<file path="config.mk">
export PLATFORM = sky130hd
export DESIGN_NAME = instr_prefetch_buf
export DESIGN_NICKNAME = d
export VERILOG_FILES = /design/src/rtl/rv_pkg.sv /design/src/rtl/instr_prefetch_buf_fifo.sv /design/src/rtl/instr_prefetch_buf.sv
export SDC_FILE = /design/constraint.sdc
export NUM_CORES = 1
export LEC_CHECK = 0
export BUFFER_PORTS_ARGS = -buffer_cell sky130_fd_sc_hd__buf_2
export CORE_MARGIN = 5
export CORE_UTILIZATION = 53
export CTS_CLUSTER_DIAMETER = 40
export DETAILED_ROUTE_END_ITERATION = 6
export PLACE_DENSITY = 0.76
export SETUP_SLACK_MARGIN = 0.15
export SYNTH_ARGS = -nofsm -noshare
export SYNTH_HDL_FRONTEND = slang
export SYNTH_HIERARCHICAL = 1
export SYNTH_SLANG_ARGS = --single-unit
</file>
<file path="constraint.sdc">
create_clock -name clk -period 3.8 [get_ports clk]
set_clock_uncertainty 0.05 [all_clocks]
set_input_delay 0.57 -clock clk [delete_from_list [all_inputs] [get_ports clk]]
set_output_delay 0.57 -clock clk [all_outputs]
set_load 0.1 [all_outputs]
</file>
<file path="src/rtl/rv_pkg.sv">
// Shared core types and widths for the fetch path.
// Prefetch buffer FSM state encodings live here too.
package rv_pkg;

    localparam int XLEN     = 32;
    localparam int PF_DEPTH = 4;

    typedef enum logic [1:0] {
        C_IDLE,
        C_WAIT,
        C_RESP
    } core_state_t;

    typedef enum logic {
        M_IDLE,
        M_BUSY
    } mem_state_t;

endpackage

</file>
<file path="src/rtl/instr_prefetch_buf_fifo.sv">
// Circular word buffer for the instruction prefetcher.
// Head entry is always visible on head_data while count is non-zero.
module prefetch_fifo
    import rv_pkg::*;
#(
    parameter int DEPTH = PF_DEPTH
) (
    input  logic                    clk,
    input  logic                    arstn,
    input  logic                    flush,
    input  logic                    push,
    input  logic                    pop,
    input  logic [XLEN-1:0]         wdata,
    output logic [$clog2(DEPTH):0]  count,
    output logic [XLEN-1:0]         head_data
);

    localparam int AW = $clog2(DEPTH);
    localparam int CW = AW + 1;

    logic [XLEN-1:0] mem [DEPTH];
    logic [AW-1:0]   rd_ptr;
    logic [AW-1:0]   wr_ptr;

    // Storage write; entries need no reset since count gates validity.
    always_ff @(posedge clk) begin
        if (push && !flush) begin
            mem[wr_ptr] <= wdata;
        end
    end

    // Pointer and occupancy tracking; flush empties the ring.
    always_ff @(posedge clk or negedge arstn) begin
        if (!arstn) begin
            rd_ptr <= '0;
            wr_ptr <= '0;
            count  <= '0;
        end else if (flush) begin
            rd_ptr <= '0;
            wr_ptr <= '0;
            count  <= '0;
        end else begin
            if (push) begin
                wr_ptr <= wr_ptr + AW'(1);
            end
            if (pop) begin
                rd_ptr <= rd_ptr + AW'(1);
            end
            case ({push, pop})
                2'b10:   count <= count + CW'(1);
                2'b01:   count <= count - CW'(1);
                default: count <= count;
            endcase
        end
    end

    assign head_data = mem[rd_ptr];

endmodule

</file>
<file path="src/rtl/instr_prefetch_buf.sv">
// Sequential instruction prefetcher between core fetch port and SPI flash.
// Streams words ahead of the core; jumps and fence.i restart the stream.
module instr_prefetch_buf
    import rv_pkg::*;
#(
    parameter int              DEPTH       = PF_DEPTH,
    parameter logic [XLEN-1:0] FLASH_BYTES = XLEN'(1 << 24)
) (
    input  logic            clk,
    input  logic            arstn,
    input  logic            flush_i,
    input  logic            core_req_i,
    input  logic [XLEN-1:0] core_addr_i,
    output logic            core_rvalid_o,
    output logic [XLEN-1:0] core_rdata_o,
    output logic            mem_req_o,
    output logic [XLEN-1:0] mem_addr_o,
    input  logic            mem_rvalid_i,
    input  logic [XLEN-1:0] mem_rdata_i
);

    localparam int CW = $clog2(DEPTH) + 1;

    core_state_t cstate, cstate_n;
    mem_state_t  mstate, mstate_n;

    logic [XLEN-1:0] head_addr;
    logic [XLEN-1:0] fetch_addr;
    logic            stream_active;
    logic            discard;

    logic [CW-1:0]   count;
    logic [XLEN-1:0] head_data;
    logic [XLEN-1:0] req_addr;
    logic [XLEN-1:0] pop_data;
    logic            addr_match;
    logic            mem_done;
    logic            word_ok;
    logic            pop;
    logic            miss;
    logic            bypass;
    logic            issue;
    logic            fifo_push;
    logic            unused_addr_lsb;

    assign req_addr        = {core_addr_i[XLEN-1:2], 2'b00};
    assign unused_addr_lsb = ^core_addr_i[1:0];
    assign addr_match      = (req_addr == head_addr);
    assign mem_done        = (mstate == M_BUSY) && mem_rvalid_i;
    assign word_ok         = mem_done && !discard;
    assign fifo_push       = word_ok && !bypass && !flush_i && !miss;
    assign core_rvalid_o   = (cstate == C_RESP);

    prefetch_fifo #(
        .DEPTH (DEPTH)
    ) u_fifo (
        .clk       (clk),
        .arstn     (arstn),
        .flush     (flush_i | miss),
        .push      (fifo_push),
        .pop       (pop),
        .wdata     (mem_rdata_i),
        .count     (count),
        .head_data (head_data)
    );

    // Core-side next state: hit, wait on the stream, or restart it.
    always_comb begin
        cstate_n = cstate;
        pop      = 1'b0;
        miss     = 1'b0;
        bypass   = 1'b0;
        pop_data = head_data;
        unique case (cstate)
            C_IDLE: begin
                if (!flush_i && core_req_i) begin
                    if (addr_match && count != '0) begin
                        pop      = 1'b1;
                        cstate_n = C_RESP;
                    end else if (addr_match && stream_active) begin
                        cstate_n = C_WAIT;
                    end else begin
                        miss     = 1'b1;
                        cstate_n = C_WAIT;
                    end
                end
            end
            C_WAIT: begin
                if (flush_i) begin
                    cstate_n = C_IDLE;
                end else if (count != '0) begin
                    pop      = 1'b1;
                    cstate_n = C_RESP;
                end else if (word_ok) begin
                    bypass   = 1'b1;
                    pop_data = mem_rdata_i;
                    cstate_n = C_RESP;
                end
            end
            C_RESP: begin
                cstate_n = C_IDLE;
            end
            default: begin
                cstate_n = C_IDLE;
            end
        endcase
    end

    // Flash-side next state: one outstanding word at a time.
    always_comb begin
        mstate_n = mstate;
        issue    = 1'b0;
        unique case (mstate)
            M_IDLE: begin
                if (stream_active && count < CW'(DEPTH) &&
                    fetch_addr < FLASH_BYTES && !flush_i && !miss) begin
                    issue    = 1'b1;
                    mstate_n = M_BUSY;
                end
            end
            M_BUSY: begin
                if (mem_rvalid_i) begin
                    mstate_n = M_IDLE;
                end
            end
            default: begin
                mstate_n = M_IDLE;
            end
        endcase
    end

    // Core-side registers: state, returned word, head address.
    always_ff @(posedge clk or negedge arstn) begin
        if (!arstn) begin
            cstate       <= C_IDLE;
            core_rdata_o <= '0;
            head_addr    <= '0;
        end else begin
            cstate <= cstate_n;
            if (pop || bypass) begin
                core_rdata_o <= pop_data;
            end
            if (miss) begin
                head_addr <= req_addr;
            end else if (pop || bypass) begin
                head_addr <= head_addr + XLEN'(4);
            end
        end
    end

    // Flash-side registers: request handshake, stream position, discard.
    always_ff @(posedge clk or negedge arstn) begin
        if (!arstn) begin
            mstate        <= M_IDLE;
            mem_req_o     <= 1'b0;
            mem_addr_o    <= '0;
            fetch_addr    <= '0;
            stream_active <= 1'b0;
            discard       <= 1'b0;
        end else begin
            mstate <= mstate_n;
            if (issue) begin
                mem_req_o  <= 1'b1;
                mem_addr_o <= fetch_addr;
            end else if (mem_done) begin
                mem_req_o <= 1'b0;
            end
            if (miss) begin
                fetch_addr <= req_addr;
            end else if (word_ok) begin
                fetch_addr <= fetch_addr + XLEN'(4);
            end
            if (flush_i) begin
                stream_active <= 1'b0;
            end else if (miss) begin
                stream_active <= 1'b1;
            end
            if ((flush_i || miss) && mstate == M_BUSY && !mem_rvalid_i) begin
                discard <= 1'b1;
            end else if (mem_done) begin
                discard <= 1'b0;
            end
        end
    end

endmodule

</file>
==> results by group <==
Yosys
  • Ys Warns: 6
  • Post-Synth Adder-Cell Area: less than 1%
  • Fraction of the mapped netlist area in simple logic gates: 12.3%
  • Synth cell types: 66
  • Synth Area in XOR/XNOR: 4.84%
  • Complex-gate fraction of the synthesized area: 7.78%
  • FF+latch count, synth: 263
  • Register area share after synthesis: 62.4%
  • Synth area leaders: edfxtp_1 (33%), dfrtp_1 (29%), mux4_2 (5.4%)
  • Synthesized instance count: 869
  • Synth top area share: 33.2%
  • Yosys top cell by area: edfxtp_1
  • Mapped Area: 11600 µm²
  • Async set-reset flop share out of synthesis: 51.3%
  • Mux cell area share after synthesis: 8.95%
  • Post-synth top flop: dfrtp_1
  • Number of flops mapped to enable cells by yosys: 128
  • Syn Area/Cell: around 13 µm²
  • Main combinational cell family by area after synthesis: simple AND/OR/NAND/NOR gates

Clocking
  • TritonCTS clock tree: built
  • Total clock buffers created by CTS: 38
  • CTS Sinks: approximately 260
  • CTS Hold Bufs: 0
  • Clock Tree Buf Depth: 3
  • Clk_lat worst skew: about 520 ps
  • Clock-pin slew on the worst setup and hold paths: 60 ps
  • Post-CTS Setup Inserts: 0
  • Root Buffer: clkbuf_16
  • H-tree depth: 2
  • Post-CTS sizing: 0

Worst hold path
  • HP Class: input pin to async pin

Worst setup path
  • Critical path type: register to register
  • Req. time, crit path: 4170 ps
  • Crit path arrival time: around 3700 ps
  • Critical path fanouts, max: 5
  • Critical Path Sink Type: register
  • CP Launch Type: register

Power
  • LEAKAGE: 5.72 nW
  • Max VDD drop: 0.000471 V
  • Power per cell area: 605 nW/µm²

Die
  • Die Wd: 158 µm
  • Rows: 54
  • Initial Utilization: a little over half
  • Die Y: 158 µm
  • Top Ports: 135
  • Die footprint: around 25000 µm²
  • Placeable Area: between 20000 and 25000 µm²

Global route
  • Initial antenna violation count: 1
  • Largest net degree at the start of global routing: 97
  • Vias in the first global route: ~7800
  • Tot GR Track Use: 21.6%
  • First-pass GRT wire length: 42.2 mm
  • GRT overflow: 0

Drt
  • Vias per cell: 5.77
  • Routed Antenna Nets: 0
  • DRC viols: 0
  • First-pass DRT Iterations: 5
  • Post-Route WL: 26.3 mm
  • Routed vias: 7687
  • Routed len/inst: ~20 µm
  • Iter 0 DRT Violations: 475

Cells and area
  • Final Instance Area: 13900 µm²
  • NumNets Final: about 1100
  • N_diodes: 0
  • Share of layout cells above drive strength 1: 26.8%
  • Area delta synth->final: 20.1%
  • Core Util, Final: 64.1%
  • Fin cells: 1332

Placed design
  • Gp weighted congestion: 0.863
  • Dpl hpwl: around 17 mm
  • Placed Instances: between 1000 and 1500
  • Port Buffer Count: 130
  • Placed Area: ~13000 µm²

Timing
  • Endpoints failing setup: 0
  • Fin crit share: 87.6%
  • Hold Vio Cnt, Final: 0
  • Rel. slew slack: a little over a third
  • Highest Clock Rate: roughly 0.30 GHz
  • RSZ-0062 raised after global routing: false
  • Setup TNS: 0 ps
  • Final Max Slew Viols: 0
  • Final worst path period need: 3330 ps
  • Measured slew at the worst slew-check pin: 970 ps

Run
  • MaxCap Viol Count: 0

Outcome
  • Status: completed
## flip-flops by register name, indices dropped and copies added, names as in the netlist
name and flops:
u_fifo/mem 128, u_fifo/wr_ptr 2, mem_addr_o 30, discard 1, cstate 2, core_rdata_o 32
fetch_addr 30, u_fifo/rd_ptr 2, mem_req_o 1, mstate 1, head_addr 30, stream_active 1
u_fifo/count 3
## through the flow
| stage | setup WS (ps) | hold slack [ps] | total power [mW] |
|---|---|---|---|
| global placement | 316 | 411 | 4.90 |
| CTS | 443 | 153 | 8.49 |
| global route | 180 | 183 | 8.75 |
| detailed placement | 196 | 419 | 4.93 |
| finish | 471 | 87.4 | 8.41 |
| floorplan | 303 | 224 | 4.59 |
## power by group
part           total (mW)  leakage [nW]  switching [mW]  internal, mW
combinational        1.44          2.16            1.13         0.310
sequential           3.45          2.91           0.224          3.22
clock                3.52         0.640            1.35          2.17
total                8.41          5.72            2.70          5.70
## final cells by class
class	instances	area, µm²
Tap cell	280	350
Sequential cell	263	7220
Multi-Input combinational cell	547	4040
Inverter	19	71.3
Clock buffer	45	1010
Fill cell	1622	7790
Timing Repair Buffer	153	905
Clock inverter	25	299
## synthesized netlist by cell type, types with 4 or more instances
| master | number |
|---|---|
| or3_1 | 4 |
| xor2_1 | 50 |
| mux2_1 | 21 |
| a221o_1 | 5 |
| nor4_1 | 8 |
| dfrtp_1 | 135 |
| o211ai_1 | 8 |
| nand2_1 | 65 |
| and2_1 | 5 |
| o311ai_1 | 4 |
| buf_4 | 7 |
| mux4_2 | 28 |
| nor4_2 | 6 |
| a21oi_1 | 13 |
| xnor2_1 | 14 |
| o21ai_1 | 13 |
| or2_2 | 4 |
| and3_1 | 9 |
| mux4_1 | 4 |
| nand3_1 | 24 |
| clkbuf_1 | 17 |
| o22ai_1 | 33 |
| nor3_1 | 15 |
| buf_2 | 12 |
| a21o_1 | 6 |
| ha_1 | 6 |
| nor2_1 | 88 |
| nor2b_1 | 11 |
| inv_1 | 18 |
| o31a_1 | 7 |
| nand4_1 | 14 |
| o21ai_0 | 33 |
| edfxtp_1 | 128 |
## layout by cell type (no fill, tap or decap), types with 8 or more instances in the layout
cell,count
inv_1,18
buf_2,129
and3_1,9
o21ai_0,33
clkbuf_16,39
dfrtp_1,133
nor4_1,8
buf_4,17
nand3_1,24
a21oi_1,13
edfxtp_1,128
nor2_1,87
xor2_1,50
mux4_2,28
xnor2_1,14
clkinv_4,8
nand2_1,65
nand4_1,14
o211ai_1,8
o21ai_1,12
o22ai_1,33
nor2b_1,11
mux2_1,21
nor3_1,15
## routing by layer
metal,GRT usage (%),vias up,wire [µm]
met2,36.0,282,12900
met3,4.84,47,1900
met1,29.0,3812,10900
li1,-,3544,-
met5,0,-,11
met4,5.90,2,551
## critical path, stage by stage (launching register included)
cell and delay (ps):
dfrtp_1 430, xor2_1 160, nor4_1 390, buf_4 190, nand4_2 150, o31ai_2 290, nand2b_1 110, a311oi_1 390
nor2b_1 110, fa_1 390, and3b_1 210, o21ai_0 140, nor3b_1 220
## logic make-up (layout without fill, tap and decap cells)
group	count (synthesis)	in the layout
other	1	2
adder cells (fa/ha/maj)	7	7
XOR/XNOR	64	64
buffers and inverters	60	242
AND/OR/NAND/NOR	279	279
AO/OA/AOI/OAI	136	136
multiplexers	59	59
flip-flops	263	263
## worst paths after layout
check / start / end / slack (ps) / depth (start not counted)
hold reg to reg: mem_addr_o[12]$_DFFE_PN0P_ / mem_addr_o[12]$_DFFE_PN0P_ / 430 / 1
setup / recovery: head_addr[26]$_DFFE_PN0P_ / u_fifo/count[2]$_DFFE_PN0P_ / 470 / 12
hold / removal: arstn / mem_addr_o[10]$_DFFE_PN0P_ / 90 / 1
setup reg to reg: head_addr[26]$_DFFE_PN0P_ / u_fifo/count[2]$_DFFE_PN0P_ / 470 / 12
min in group clk: mem_rdata_i[18] / u_fifo/mem[2][18]$_DFFE_PP_ / 230 / 1
max in group asynchronous: arstn / head_addr[24]$_DFFE_PN0P_ / 2840 / 2
Power figures use the tool's default switching activity.
